**src/rtl/gpio_pattern_sequencer_if.sv**
```systemverilog
// ---------------------------------------------------------------------------
// gpio_pattern_sequencer_if
// Push-side handshake bundle for the GPIO pattern sequencer FIFO.
//   push_valid  master->slave  an entry is offered this cycle
//   push_ready  slave->master  the FIFO accepts an entry this cycle
//   push_data   master->slave  output pattern (PINS bits)
//   push_hold   master->slave  extra hold cycles (CNTW bits)
// An entry is transferred on every cycle with push_valid & push_ready.
// ---------------------------------------------------------------------------
interface gpio_pattern_sequencer_if #(
   parameter int PINS = 16,
   parameter int CNTW = 16
);
   logic            push_valid;
   logic            push_ready;
   logic [PINS-1:0] push_data;
   logic [CNTW-1:0] push_hold;

   modport master (output push_valid, output push_data, output push_hold, input push_ready);
   modport slave  (input push_valid, input push_data, input push_hold, output push_ready);
endinterface

```
**src/rtl/gpio_pattern_sequencer.sv**
```systemverilog
// ---------------------------------------------------------------------------
// gpio_pattern_sequencer
// Timed output-pattern engine for the GPIO block. Software pushes
// {pattern, hold} entries into a FIFO; on start the FIFO is played out on
// seq_dout, each entry visible for hold+1 cycles, with no gap between entries.
//
// Ports:
//   HCLK, HRESET   clock, synchronous active-high reset
//   push_if        push handshake (valid/ready/data/hold), slave side
//   start, stop    1-cycle pulses: begin / abort playback
//   flush          empty the FIFO and force IDLE (any state)
//   irq_clr        clear the sticky irq flag
//   loop           (GPIO_SEQ_LOOP_EN only) repeat the sequence, sampled on start
//   busy, seq_oe   high while playing; seq_oe selects seq_dout in the DOUT mux
//   done           1-cycle pulse in the last cycle of a normal run
//   irq            sticky done flag
//   level          FIFO occupancy
//   seq_dout       current pattern (holds last value in IDLE)
//
// Build option: define GPIO_SEQ_LOOP_EN to add the loop port and loop mode.
// ---------------------------------------------------------------------------
module gpio_pattern_sequencer #(
   parameter int PINS  = 16,
   parameter int DEPTH = 8,
   parameter int CNTW  = 16
) (
   input  logic                       HCLK,
   input  logic                       HRESET,
   gpio_pattern_sequencer_if.slave    push_if,
   input  logic                       start,
   input  logic                       stop,
   input  logic                       flush,
   input  logic                       irq_clr,
`ifdef GPIO_SEQ_LOOP_EN
   input  logic                       loop,
`endif
   output logic                       busy,
   output logic                       done,
   output logic                       irq,
   output logic [$clog2(DEPTH+1)-1:0] level,
   output logic [PINS-1:0]            seq_dout,
   output logic                       seq_oe
);

   localparam int AW = $clog2(DEPTH);
   localparam int LW = $clog2(DEPTH+1);
   localparam int EW = PINS + CNTW;

   typedef enum logic {IDLE, RUN} state_t;

   state_t          state_q, state_d;
   logic [AW-1:0]   rd_ptr_q, rd_ptr_d;
   logic [AW-1:0]   wr_ptr_q, wr_ptr_d;
   logic [LW-1:0]   level_q, level_d;
   logic [CNTW-1:0] cnt_q, cnt_d;
   logic [PINS-1:0] dout_q, dout_d;
   logic            loop_q, loop_d;
   logic            irq_q, irq_d;
   logic [EW-1:0]   mem_q [DEPTH];

   logic            loop_in;
   logic            loop_eff;
   logic            full;
   logic            push_fire;
   logic            pop;
   logic            rewrite;
   logic [AW-1:0]   push_idx;
   logic [EW-1:0]   head;

`ifdef GPIO_SEQ_LOOP_EN
   assign loop_in = loop;
`else
   assign loop_in = 1'b0;
`endif

   assign full              = (level_q == LW'(DEPTH));
   assign push_if.push_ready = !full && !(loop_q && (state_q == RUN));
   assign push_fire         = push_if.push_valid && push_if.push_ready && !flush;
   assign head              = mem_q[rd_ptr_q];

   // Next-state logic. Pops only ever use the registered level, so an entry
   // pushed this cycle cannot be popped in the same cycle. In loop mode the
   // popped entry is written back at the tail; when that coincides with a
   // push (only possible on the start cycle) the push lands one slot later.
   always_comb begin
      state_d  = state_q;
      rd_ptr_d = rd_ptr_q;
      wr_ptr_d = wr_ptr_q;
      level_d  = level_q;
      cnt_d    = cnt_q;
      dout_d   = dout_q;
      loop_d   = loop_q;
      pop      = 1'b0;
      done     = 1'b0;
      loop_eff = loop_q;

      case (state_q)
         IDLE: begin
            if (!flush && start && (level_q != '0)) begin
               state_d  = RUN;
               pop      = 1'b1;
               loop_d   = loop_in;
               loop_eff = loop_in;
            end
         end
         RUN: begin
            if (flush || stop) begin
               state_d = IDLE;
            end else if (cnt_q != '0) begin
               cnt_d = cnt_q - CNTW'(1);
            end else if (level_q != '0) begin
               pop = 1'b1;
            end else begin
               state_d = IDLE;
               done    = 1'b1;
            end
         end
         default: state_d = IDLE;
      endcase

      rewrite  = pop && loop_eff;
      push_idx = wr_ptr_q + AW'(rewrite);

      if (pop) begin
         dout_d   = head[EW-1:CNTW];
         cnt_d    = head[CNTW-1:0];
         rd_ptr_d = rd_ptr_q + AW'(1);
      end

      wr_ptr_d = wr_ptr_q + AW'(rewrite) + AW'(push_fire);
      level_d  = level_q + LW'(push_fire) - LW'(pop && !rewrite);

      if (flush) begin
         rd_ptr_d = '0;
         wr_ptr_d = '0;
         level_d  = '0;
      end

      // A done in the same cycle as irq_clr keeps the flag set.
      irq_d = done || (irq_q && !irq_clr);
   end

   // Control and datapath registers.
   always_ff @(posedge HCLK) begin
      if (HRESET) begin
         state_q  <= IDLE;
         rd_ptr_q <= '0;
         wr_ptr_q <= '0;
         level_q  <= '0;
         cnt_q    <= '0;
         dout_q   <= '0;
         loop_q   <= 1'b0;
         irq_q    <= 1'b0;
      end else begin
         state_q  <= state_d;
         rd_ptr_q <= rd_ptr_d;
         wr_ptr_q <= wr_ptr_d;
         level_q  <= level_d;
         cnt_q    <= cnt_d;
         dout_q   <= dout_d;
         loop_q   <= loop_d;
         irq_q    <= irq_d;
      end
   end

   // FIFO storage; contents are don't-care until written, so no reset.
   always_ff @(posedge HCLK) begin
      if (rewrite) begin
         mem_q[wr_ptr_q] <= head;
      end
      if (push_fire) begin
         mem_q[push_idx] <= {push_if.push_data, push_if.push_hold};
      end
   end

   assign busy     = (state_q == RUN);
   assign seq_oe   = busy;
   assign irq      = irq_q;
   assign level    = level_q;
   assign seq_dout = dout_q;

endmodule
```
**src/flat_wrapper.sv**
```systemverilog
// flat-port wrapper written by rule: the top's interface ports become plain ports
module gpio_pattern_sequencer_flat 
#(
   parameter int PINS  = 16,
   parameter int DEPTH = 8,
   parameter int CNTW  = 16
)
  (HCLK, HRESET, start, stop, flush, irq_clr, busy, done, irq, level, seq_dout, seq_oe, push_if_push_valid, push_if_push_data, push_if_push_hold, push_if_push_ready);
  gpio_pattern_sequencer_if #(.PINS(PINS), .CNTW(CNTW)) push_if_i ();
  input  logic HCLK;
  input  logic HRESET;
  input  logic start;
  input  logic stop;
  input  logic flush;
  input  logic irq_clr;
  output logic busy;
  output logic done;
  output logic irq;
  output logic [$clog2(DEPTH+1)-1:0] level;
  output logic [PINS-1:0] seq_dout;
  output logic seq_oe;
  input wire logic [$bits(push_if_i.push_valid)-1:0] push_if_push_valid;
  input wire logic [$bits(push_if_i.push_data)-1:0] push_if_push_data;
  input wire logic [$bits(push_if_i.push_hold)-1:0] push_if_push_hold;
  output wire logic [$bits(push_if_i.push_ready)-1:0] push_if_push_ready;
  assign push_if_i.push_valid = push_if_push_valid;
  assign push_if_i.push_data = push_if_push_data;
  assign push_if_i.push_hold = push_if_push_hold;
  assign push_if_push_ready = push_if_i.push_ready;
  gpio_pattern_sequencer #(.PINS(PINS), .DEPTH(DEPTH), .CNTW(CNTW)) u_core (.HCLK(HCLK), .HRESET(HRESET), .push_if(push_if_i), .start(start), .stop(stop), .flush(flush), .irq_clr(irq_clr), .busy(busy), .done(done), .irq(irq), .level(level), .seq_dout(seq_dout), .seq_oe(seq_oe));
endmodule
```
**config.mk**
```make
export PLATFORM = sky130hd
export DESIGN_NAME = gpio_pattern_sequencer_flat
export DESIGN_NICKNAME = d
export VERILOG_FILES = /design/src/rtl/gpio_pattern_sequencer_if.sv /design/src/rtl/gpio_pattern_sequencer.sv /design/src/flat_wrapper.sv
export SDC_FILE = /design/constraint.sdc
export NUM_CORES = 1
export LEC_CHECK = 0
export BUFFER_PORTS_ARGS = -buffer_cell sky130_fd_sc_hd__buf_2
export CELL_PAD_IN_SITES_DETAIL_PLACEMENT = 1
export CELL_PAD_IN_SITES_GLOBAL_PLACEMENT = 1
export CORE_MARGIN = 2
export CORE_UTILIZATION = 25
export CTS_CLUSTER_DIAMETER = 150
export DETAILED_ROUTE_END_ITERATION = 8
export PLACE_DENSITY = 0.51
export SLEW_MARGIN = 5
export SYNTH_ARGS = -nofsm -noshare
export SYNTH_HDL_FRONTEND = slang
export SYNTH_SLANG_ARGS = --single-unit
```
**constraint.sdc**
```tcl
create_clock -name HCLK -period 4.4 [get_ports HCLK]
set_clock_uncertainty 0.05 [all_clocks]
set_input_delay 0.66 -clock HCLK [delete_from_list [all_inputs] [get_ports HCLK]]
set_output_delay 0.66 -clock HCLK [all_outputs]
set_load 0.005 [all_outputs]
```
==> results of run 1 <==
-- sequential cells by signal, indices dropped and copies added, names as in the netlist, 3 cells and up, named ones only --
name,cells
u_core.rd_ptr_q,3
u_core.mem_q,256
u_core.cnt_q,16
u_core.level,4
u_core.seq_dout,16
u_core.wr_ptr_q,3
-- critical path, cell delays in order, from the launching register on --
cell and delay (ns):
dfxtp_1 0.31, inv_1 0.10, ha_1 0.16, or3b_2 0.50, a31o_2 0.28, nor4_1 0.25, ha_1 0.24, ha_1 0.26
inv_1 0.11, nand4_1 0.09, o22a_1 0.22, a21o_1 0.24, nor2_4 0.25, buf_12 0.26
-- worst max path at each step --
stage                                    endpoint
global placement    u_core.mem_q[0][31]$_DFFE_PP_
global route         u_core.mem_q[0][0]$_DFFE_PP_
finish              u_core.mem_q[0][31]$_DFFE_PP_
detailed placement  u_core.mem_q[0][19]$_DFFE_PP_
CTS                  u_core.mem_q[0][0]$_DFFE_PP_
floorplan            u_core.mem_q[0][0]$_DFFE_PP_
-- per-stage QoR --
stage	area (um2)	setup slack, ns
2_1_floorplan	12600	0.104
3_3_place_gp	13900	0.802
3_5_place_dp	13900	0.726
4_1_cts	15000	0.732
5_1_grt	15000	0.485
6_report	15000	0.761
-- cells by family after synthesis --
family	Yosys count	share of synthesized area [%]
buffers and inverters	64	2.16
muxes	109	15.4
xor gates and xnor gates	6	0.418
and+or+nand+nor	222	8.02
AOI/OAI and AO/OA	62	3.75
DFF	304	68.8
adders and majority gates	14	1.45
-- layout make-up --
cell class,instances,area share (%)
Clock inverter,17,1.37
Multi-Input combinational cell,413,24.7
Tap cell,672,5.59
Timing Repair Buffer,79,3.64
Sequential cell,304,57.5
Clock buffer,46,6.58
Inverter,24,0.599
-- per-layer routing --
layer / vias up / track usage [%] / share of wire [%]
met5: - / 0 / 0
met2: 118 / 19.5 / 46
met4: 0 / 3.04 / 1.9
met3: 42 / 2.21 / 3.6
met1: 3633 / 16.8 / 48
li1: 3171 / - / -
-- cell usage after synthesis, drive strengths merged, types with 5 or more instances --
cell type / instances / area, um2
mux2i: 15 / 150
mux4: 64 / 1440
nor2: 141 / 529
mux2: 30 / 342
o21ai: 10 / 50.1
edfxtp: 256 / 7690
nor3: 24 / 125
a21oi: 16 / 80.1
inv: 24 / 90.1
xnor2: 5 / 43.8
ha: 13 / 163
nand3: 6 / 30.0
buf: 20 / 106
clkbuf: 20 / 75.1
nand2: 16 / 60.1
dfxtp: 48 / 961
a32o: 6 / 60.1
-- power by group through the flow --
stage | Combinational (mW) | Sequential (mW) | Clock (mW)
2_1_floorplan | 0.355 | 3.29 | 0
4_1_cts | 0.538 | 3.24 | 3.11
3_3_place_gp | 0.530 | 3.30 | 0
3_5_place_dp | 0.536 | 3.30 | 0
5_1_grt | 0.589 | 3.24 | 3.21
6_report | 0.523 | 3.24 | 3.03
==> run metrics, run 1 <==
status=finished, final reports clean; post-DP HPWL=roughly 18000 um; Slew @ Worst Pin=~0.93 ns; Final Hold Viols=0; hold buffers post-CTS=0; critical-path maximum fanout=26; clock buffer depth=3; path type of the worst setup path=reg -> reg; fin util=around 30%; Area Overhead vs Synth=19.7%; Async S/R FF share, synth=0%; Ys Warns=0; Worst Reg2Reg Path Length in Cells=13; ratio of cells with drive above 1 in the final layout=between 20% and 30%; Switching Fraction=between 20% and 30%; Die H=228 um; syn nets=between 800 and 900; first-pass GRT wire length=48000 um; Critical Path AT=roughly 3.8 ns; ys flop type=edfxtp_1; Worst R2R Setup Slack=0.76 ns; total power=between 6 and 7 mW; TritonCTS Buffers=35; Mean Syn Cell Area=16.1 um2; Post-Layout Cell Count=roughly 1600; port bufs=63; Storage cell area=8650 um2; most common cell after layout, fill and taps aside=edfxtp_1; setup TNS=0 ns; initial core utilization=25.2%; H-tree depth=2; initial antenna violation count=0; Rel. slew slack=between 30% and 40%; nets@finish=just over 900; residual DRC count=0; area taken by multi-input logic gates=3720 um2; Hold Slack=~0.40 ns; total core area=49900 um2; CP Capture Type=register; min Tclk post-route=3.64 ns; Ports=64; Pint=around 5.3 mW; site row count=82; DR vias=approximately 7000; netlist area before placement=roughly 13000 um2; Worst-path clk slew=about 0.06 ns; CTS Sinks=~300; number of synthesized register bits=just over 300; Worst Hold Launch=irq_clr; number of synthesized flops with an enable pin=around 260; GP Congestion=just over 0.7; RSZ-0062 raised after global routing=false; iteration-0 DRC count of the detailed router=approximately 430; number of global-route vias before repair=7567; setup violators final=0; Die Wd=around 230 um; total wire length=about 31000 um; clock root buffer=clkbuf_16; FF-to-FF End=u_core.mem_q[0][31]$_DFFE_PP_; Crit. Startpoint=u_core.level[2]$_SDFF_PP0_; GRT overflow=0; worst skew pair latency=~0.5 ns; GRT Total Usage=12.1%; most frequent cells in the layout=256 x edfxtp_1, 135 x nor2_1, 64 x mux4_2, 63 x buf_2, 45 x dfxtp_1; period utilization=about 83%; NetSw=between 1.5 and 2 mW; placed insts=between 1000 and 1500; drt wl/cell=20.1 um; cell count after synthesis=roughly 780; largest net degree at the start of global routing=65; Ant. Diodes=0; CP startpoint kind=register; worst hold stages=3; Max Cap Viol=0; post-route ant nets=0; Fmax=between 200 and 300 MHz; TritonRoute pass-1 iters=4; FILL cells=~5300; P_leak=4.94 nW; power share of the sequential group=about 48%; drt via density=around 4.5; clock share of power=~45%; power per cell area=451 nW/um2; Final Max Tran Viols=0; FF-to-FF Start=u_core.level[2]$_SDFF_PP0_; Worst VDD drop=between 0.15 and 0.2 mV; CTS tree=done; Min-Delay Path Class=in -> reg; Resized cells post-CTS=0; Logic pwr share=7.7%; Die ar.=52100 um2; Post-CTS Setup Inserts=0; synth unique cells=63; hold endpoint=u_core.irq$_SDFF_PP0_; worst path required time=around 4.6 ns; post-synthesis sequential area ratio=between 60 and 70%
(Power assumes the default switching activity.)
==> inputs of run 2 (changes only) <==
Settings changed: PLACE_DENSITY 0.51 to 0.49.
Clock period 4.4 ns to 3.78 ns, I/O delays scaled along.
==> run 2 against run 1 <==
  * Worst hold slack lost 0.097 ns
  * Critical endpoint is now u_core.mem_q[5][20]$_DFFE_PP_
  * Via count grew 0.22%
  * Largest power group unchanged
  * Highest routed layer unchanged
  * Clock power grew 15%
  * Cell count grew 1.3%
==> run metrics, run 2 (synthesis gave the netlist of run 1 again) <==
site row count=82 (unchanged); placed insts=1511 (was 1492); Setup WS post-layout=0.254 ns (was 0.761 ns); drt via density=4.43 (was 4.48); most frequent cells in the layout=256 x edfxtp_1, 135 x nor2_1, 64 x mux4_2, 63 x buf_2, 45 x dfxtp_1 (unchanged); Die ar.=52100 um2 (unchanged); clock buffer depth=3 (unchanged); Critical Path AT=3.68 ns (was 3.79 ns); number of global-route vias before repair=7644 (was 7567); clock root buffer=clkbuf_16 (unchanged); post-route ant nets=0 (unchanged); worst path required time=3.93 ns (was 4.55 ns); worst skew pair latency=0.53 ns (was 0.51 ns); first-pass GRT wire length=49500 um (was 48000 um); setup TNS=0 ns (unchanged); Ports=64 (unchanged); CTS Sinks=304 (unchanged); CP Capture Type=register (unchanged); Resized cells post-CTS=0 (unchanged); Final Max Tran Viols=0 (unchanged); P_leak=5.02 nW (was 4.94 nW); power share of the sequential group=47.7% (about the same); power per cell area=520 nW/um2 (was 451 nW/um2); Worst-path clk slew=0.06 ns (about the same); TritonCTS Buffers=36 (was 35); FF-to-FF End=u_core.mem_q[5][20]$_DFFE_PP_ (was u_core.mem_q[0][31]$_DFFE_PP_); GRT Total Usage=12.5% (was 12.1%); FILL cells=5263 (was 5262); Final Hold Viols=0 (unchanged); initial core utilization=25.2% (unchanged); worst slack, placed=0.119 ns (was 0.726 ns); Area Overhead vs Synth=20.7% (was 19.7%); NetSw=1.80 mW (was 1.51 mW); GRT overflow=0 (unchanged); Ant. Diodes=0 (unchanged); Worst Reg2Reg Path Length in Cells=13 (unchanged); path type of the worst setup path=reg -> reg (unchanged); Die H=228 um (unchanged); DR vias=6979 (was 6964); CTS tree=done (unchanged); Logic pwr share=8.0% (was 7.7%); worst hold stages=3 (unchanged); clock share of power=44.3% (was 44.6%); period utilization=93.3% (was 82.7%); Worst R2R Setup Slack=0.25 ns (was 0.76 ns); Worst Hold Launch=irq_clr (unchanged); CP startpoint kind=register (unchanged); FF-to-FF Start=u_core.level[2]$_SDFF_PP0_ (unchanged); total wire length=32100 um (was 31200 um); GP Congestion=0.727 (was 0.714); total core area=49900 um2 (unchanged); drt wl/cell=20.4 um (was 20.1 um); Rel. slew slack=39.4% (was 37.9%); nets@finish=930 (was 910); Die Wd=228 um (unchanged); status=finished, final reports clean (unchanged); TritonRoute pass-1 iters=5 (was 4); Slew @ Worst Pin=0.910 ns (was 0.931 ns); Fmax=284 MHz (was 275 MHz); Pint=6.08 mW (was 5.27 mW); hold buffers post-CTS=0 (unchanged); post-DP HPWL=20800 um (was 18500 um); Max Cap Viol=0 (unchanged); most flop-heavy register=u_core.mem_q (unchanged); Switching Fraction=22.9% (was 22.3%); largest net degree at the start of global routing=41 (was 65); residual DRC count=0 (unchanged); setup violators final=0 (unchanged); min Tclk post-route=3.53 ns (was 3.64 ns); port bufs=63 (unchanged); Post-Layout Cell Count=1575 (was 1555); critical-path maximum fanout=32 (was 26); iteration-0 DRC count of the detailed router=461 (was 426); Post-CTS Setup Inserts=0 (unchanged); Worst VDD drop=0.234 mV (was 0.189 mV); RSZ-0062 raised after global routing=false (unchanged); initial antenna violation count=0 (unchanged); max reg flops=256 (unchanged); H-tree depth=2 (unchanged); ratio of cells with drive above 1 in the final layout=29.8% (was 28.5%); Min-Delay Path Class=in -> reg (unchanged); hold endpoint=u_core.irq$_SDFF_PP0_ (unchanged); most common cell after layout, fill and taps aside=edfxtp_1 (unchanged)
[run 2: power groups by stage]
stage	clock [mW]	combinational, mW	sequential [mW]
after floorplan	0	0.414	3.83
after global placement	0	0.642	3.83
after detailed placement	0	0.647	3.84
after CTS	3.58	0.650	3.77
after global routing	3.69	0.713	3.77
final	3.49	0.630	3.77
[run 2: how the worst max path moves through the flow]
| stage | startpoint | end | slack, ns | cells past startpoint |
|---|---|---|---|---|
| after floorplan | u_core.level[2]$_SDFF_PP0_ | u_core.mem_q[0][0]$_DFFE_PP_ | -0.52 | 12 |
| after global placement | u_core.level[2]$_SDFF_PP0_ | u_core.mem_q[4][14]$_DFFE_PP_ | 0.21 | 13 |
| after detailed placement | u_core.level[2]$_SDFF_PP0_ | u_core.mem_q[4][14]$_DFFE_PP_ | 0.12 | 13 |
| after CTS | u_core.level[2]$_SDFF_PP0_ | u_core.mem_q[4][31]$_DFFE_PP_ | 0.12 | 13 |
| after global routing | u_core.level[2]$_SDFF_PP0_ | u_core.mem_q[5][20]$_DFFE_PP_ | 0.08 | 13 |
| final | u_core.level[2]$_SDFF_PP0_ | u_core.mem_q[5][20]$_DFFE_PP_ | 0.25 | 13 |
[run 2: critical path, cell delays in order, from the launching register on]
cell and delay [ns]:
dfxtp_1 0.30, inv_1 0.10, ha_1 0.15, or3b_2 0.49, a31o_2 0.28, nor4_2 0.28, ha_1 0.24, ha_1 0.26
inv_1 0.10, nand4_1 0.10, o22a_1 0.22, o21a_1 0.24, nor2_4 0.12, buf_12 0.25
[run 2: final cells by class]
class                           instances  area [um2]  area share (%)
Clock inverter                         16         235            1.55
Sequential cell                       304        8650            57.0
Inverter                               24        90.1           0.594
Multi-Input combinational cell        413        3720            24.5
Tap cell                              672         841            5.54
Timing Repair Buffer                   98         682            4.49
Clock buffer                           48         946            6.23
[run 2: metrics by stage]
stage	hold slack, ns	utilization (%)	instance area, um2	total power, mW
final	0.303	30.4	15200	7.89
after global routing	0.297	30.4	15200	8.17
after CTS	0.277	30.4	15200	8.00
after detailed placement	0.420	28.0	14000	4.48
after global placement	0.411	28.0	14000	4.48
after floorplan	0.400	-	12600	4.24
[run 2: metal layers]
layer / track usage, % / share of wire [%] / up-vias / wire length [um]
li1: - / - / 3206 / -
met1: 17.6 / 47 / 3606 / 15200
met2: 20.2 / 47 / 125 / 15200
met3: 1.96 / 3.4 / 42 / 1090
met4: 3.13 / 1.9 / 0 / 617
met5: 0 / 0 / - / 0
==> inputs of run 3 (changes only) <==
Settings changed: CORE_ASPECT_RATIO set to 2.
==> run 3 against run 2 <==
  * Clock power shrank 19%
  * Register-to-register slack gained 0.04 ns
  * Maximum frequency grew 1.0%
  * Global-route usage grew 0.61 points
  * Design area shrank 1.9%
  * Die area grew 0.21%
  * Sequential share of layout area grew 1.1 points
  * Power shrank 8.4%
  * Sequential cell count is the same
  * Critical path type unchanged
==> run metrics, run 3 (synthesis gave the netlist of run 1 again) <==
period utilization=92.3% (was 93.3%); DR vias=6973 (was 6979); TritonCTS Buffers=28 (was 36); Setup WS post-layout=0.290 ns (was 0.254 ns); post-route ant nets=0 (unchanged); met2 Resource Use GR=26.3% (was 20.2%); worst slack, placed=0.194 ns (was 0.119 ns); GRT Total Usage=13.1% (was 12.5%); power per cell area=485 nW/um2 (was 520 nW/um2); GP Congestion=0.761 (was 0.727); worst skew pair latency=0.55 ns (was 0.53 ns); Max Cap Viol=0 (unchanged); Worst Hold Launch=irq_clr (unchanged); Post-Layout Cell Count=1535 (was 1575); largest net degree at the start of global routing=43 (was 41); worst path required time=3.96 ns (was 3.93 ns); Critical Path AT=3.67 ns (was 3.68 ns); hold buffers post-CTS=0 (unchanged); Final Hold Viols=0 (unchanged); CTS Sinks=304 (unchanged); final instance area=14900 um2 (was 15200 um2); FF-to-FF Start=u_core.level[2]$_SDFF_PP0_ (unchanged); RSZ-0062 raised after global routing=false (unchanged); min Tclk post-route=3.49 ns (was 3.53 ns); Die Wd=163 um (was 228 um); GRT overflow=0 (unchanged); clock buffer depth=3 (unchanged); initial antenna violation count=0 (unchanged); most flop-heavy register=u_core.mem_q (unchanged); Worst Reg2Reg Path Length in Cells=13 (unchanged); Worst-path clk slew=0.06 ns (about the same); Ant. Diodes=0 (unchanged); FF-to-FF End=u_core.mem_q[4][5]$_DFFE_PP_ (was u_core.mem_q[5][20]$_DFFE_PP_); fin util=29.8% (was 30.4%); max reg flops=256 (unchanged); most common cell after layout, fill and taps aside=edfxtp_1 (unchanged); placed insts=1483 (was 1511); Ports=64 (unchanged); Post-CTS Setup Inserts=0 (unchanged); port bufs=63 (unchanged); number of global-route vias before repair=7882 (was 7644); Final Max Tran Viols=0 (unchanged); setup violators final=0 (unchanged); H-tree depth=1 (was 2); residual DRC count=0 (unchanged); CTS tree=done (unchanged); Worst VDD drop=0.266 mV (was 0.234 mV); Rel. slew slack=42.2% (was 39.4%); Die ar.=52200 um2 (was 52100 um2); Min-Delay Path Class=in -> reg (unchanged); Resized cells post-CTS=0 (unchanged); Fmax=287 MHz (was 284 MHz); CP startpoint kind=register (unchanged); GR Util met1=13.8% (was 17.6%); P_leak=4.88 nW (was 5.02 nW); initial core utilization=25.2% (about the same); total core area=49900 um2 (about the same); hold endpoint=u_core.irq$_SDFF_PP0_ (unchanged); TritonRoute pass-1 iters=4 (was 5); clock root buffer=clkbuf_16 (unchanged); total wire length=33400 um (was 32100 um); worst hold stages=3 (unchanged); critical-path maximum fanout=32 (unchanged); path type of the worst setup path=reg -> reg (unchanged); Die H=321 um (was 228 um); ratio of cells with drive above 1 in the final layout=29.0% (was 29.8%); drt via density=4.54 (was 4.43); most frequent cells in the layout=256 x edfxtp_1, 135 x nor2_1, 64 x mux4_2, 63 x buf_2, 45 x dfxtp_1 (unchanged); nets@finish=917 (was 930); site row count=116 (was 82); post-DP HPWL=22200 um (was 20800 um); DP Area=14000 um2 (about the same); most crowded layer after global routing=met2 (unchanged); first-pass GRT wire length=50100 um (was 49500 um); Slew @ Worst Pin=0.867 ns (was 0.910 ns); status=finished, final reports clean (unchanged); CP Capture Type=register (unchanged); Area Overhead vs Synth=18.4% (was 20.7%); Worst R2R Setup Slack=0.29 ns (was 0.25 ns); met3 Track Usage GR=1.39% (was 1.96%); drt wl/cell=21.8 um (was 20.4 um); iteration-0 DRC count of the detailed router=320 (was 461)
run 3: power breakdown:
group          internal [mW]  leakage, nW  switching [mW]  total (mW)
Clock                   1.55        0.442            1.26        2.81
Combinational          0.237         1.75           0.414       0.651
Sequential              3.73         2.69          0.0306        3.76
Total                   5.52         4.88            1.70        7.22
run 3: per-layer routing:
metal  vias to the layer above  share of wire [%]
li1                       3172                  -
met1                      3660                 37
met2                        99                 58
met3                        42                2.2
met4                         0                2.7
met5                         -                  0
run 3: critical path, cell delays in order (launching register included):
cell,delay [ns]
dfxtp_1,0.31
inv_1,0.09
ha_1,0.15
or3b_2,0.49
a31o_2,0.28
nor4_2,0.26
ha_1,0.22
ha_1,0.25
inv_1,0.10
nand4_1,0.09
o22a_1,0.21
o21a_1,0.24
nor2_4,0.12
buf_12,0.26
run 3: area by class of cell:
cell class | count | area, um2
clock buffer | 35 | 748
tap | 649 | 812
fill | 5308 | 35000
sequential | 304 | 8650
multi-input combinational | 413 | 3720
clock inverter | 17 | 148
inverter | 24 | 90.1
timing repair buffer | 93 | 703
run 3: how the worst max path moves through the flow:
stage                               startpoint                       endpoint  slack [ns]  depth (start not counted)
finish              u_core.level[2]$_SDFF_PP0_   u_core.mem_q[4][5]$_DFFE_PP_        0.29                         13
global route        u_core.level[2]$_SDFF_PP0_   u_core.mem_q[4][8]$_DFFE_PP_        0.05                         13
CTS                 u_core.level[2]$_SDFF_PP0_  u_core.mem_q[4][14]$_DFFE_PP_        0.17                         13
detailed placement  u_core.level[2]$_SDFF_PP0_  u_core.mem_q[4][15]$_DFFE_PP_        0.19                         13
global placement    u_core.level[2]$_SDFF_PP0_   u_core.mem_q[4][8]$_DFFE_PP_        0.21                         13
floorplan           u_core.level[2]$_SDFF_PP0_   u_core.mem_q[0][0]$_DFFE_PP_       -0.52                         12
run 3: per-stage QoR:
stage	TNS [ns]	hold slack (ns)	total power, mW
3_3_place_gp	0	0.405	4.49
3_5_place_dp	0	0.434	4.50
2_1_floorplan	-65.92	0.400	4.24
6_report	0	0.279	7.22
5_1_grt	0	0.266	7.51
4_1_cts	0	0.250	7.34
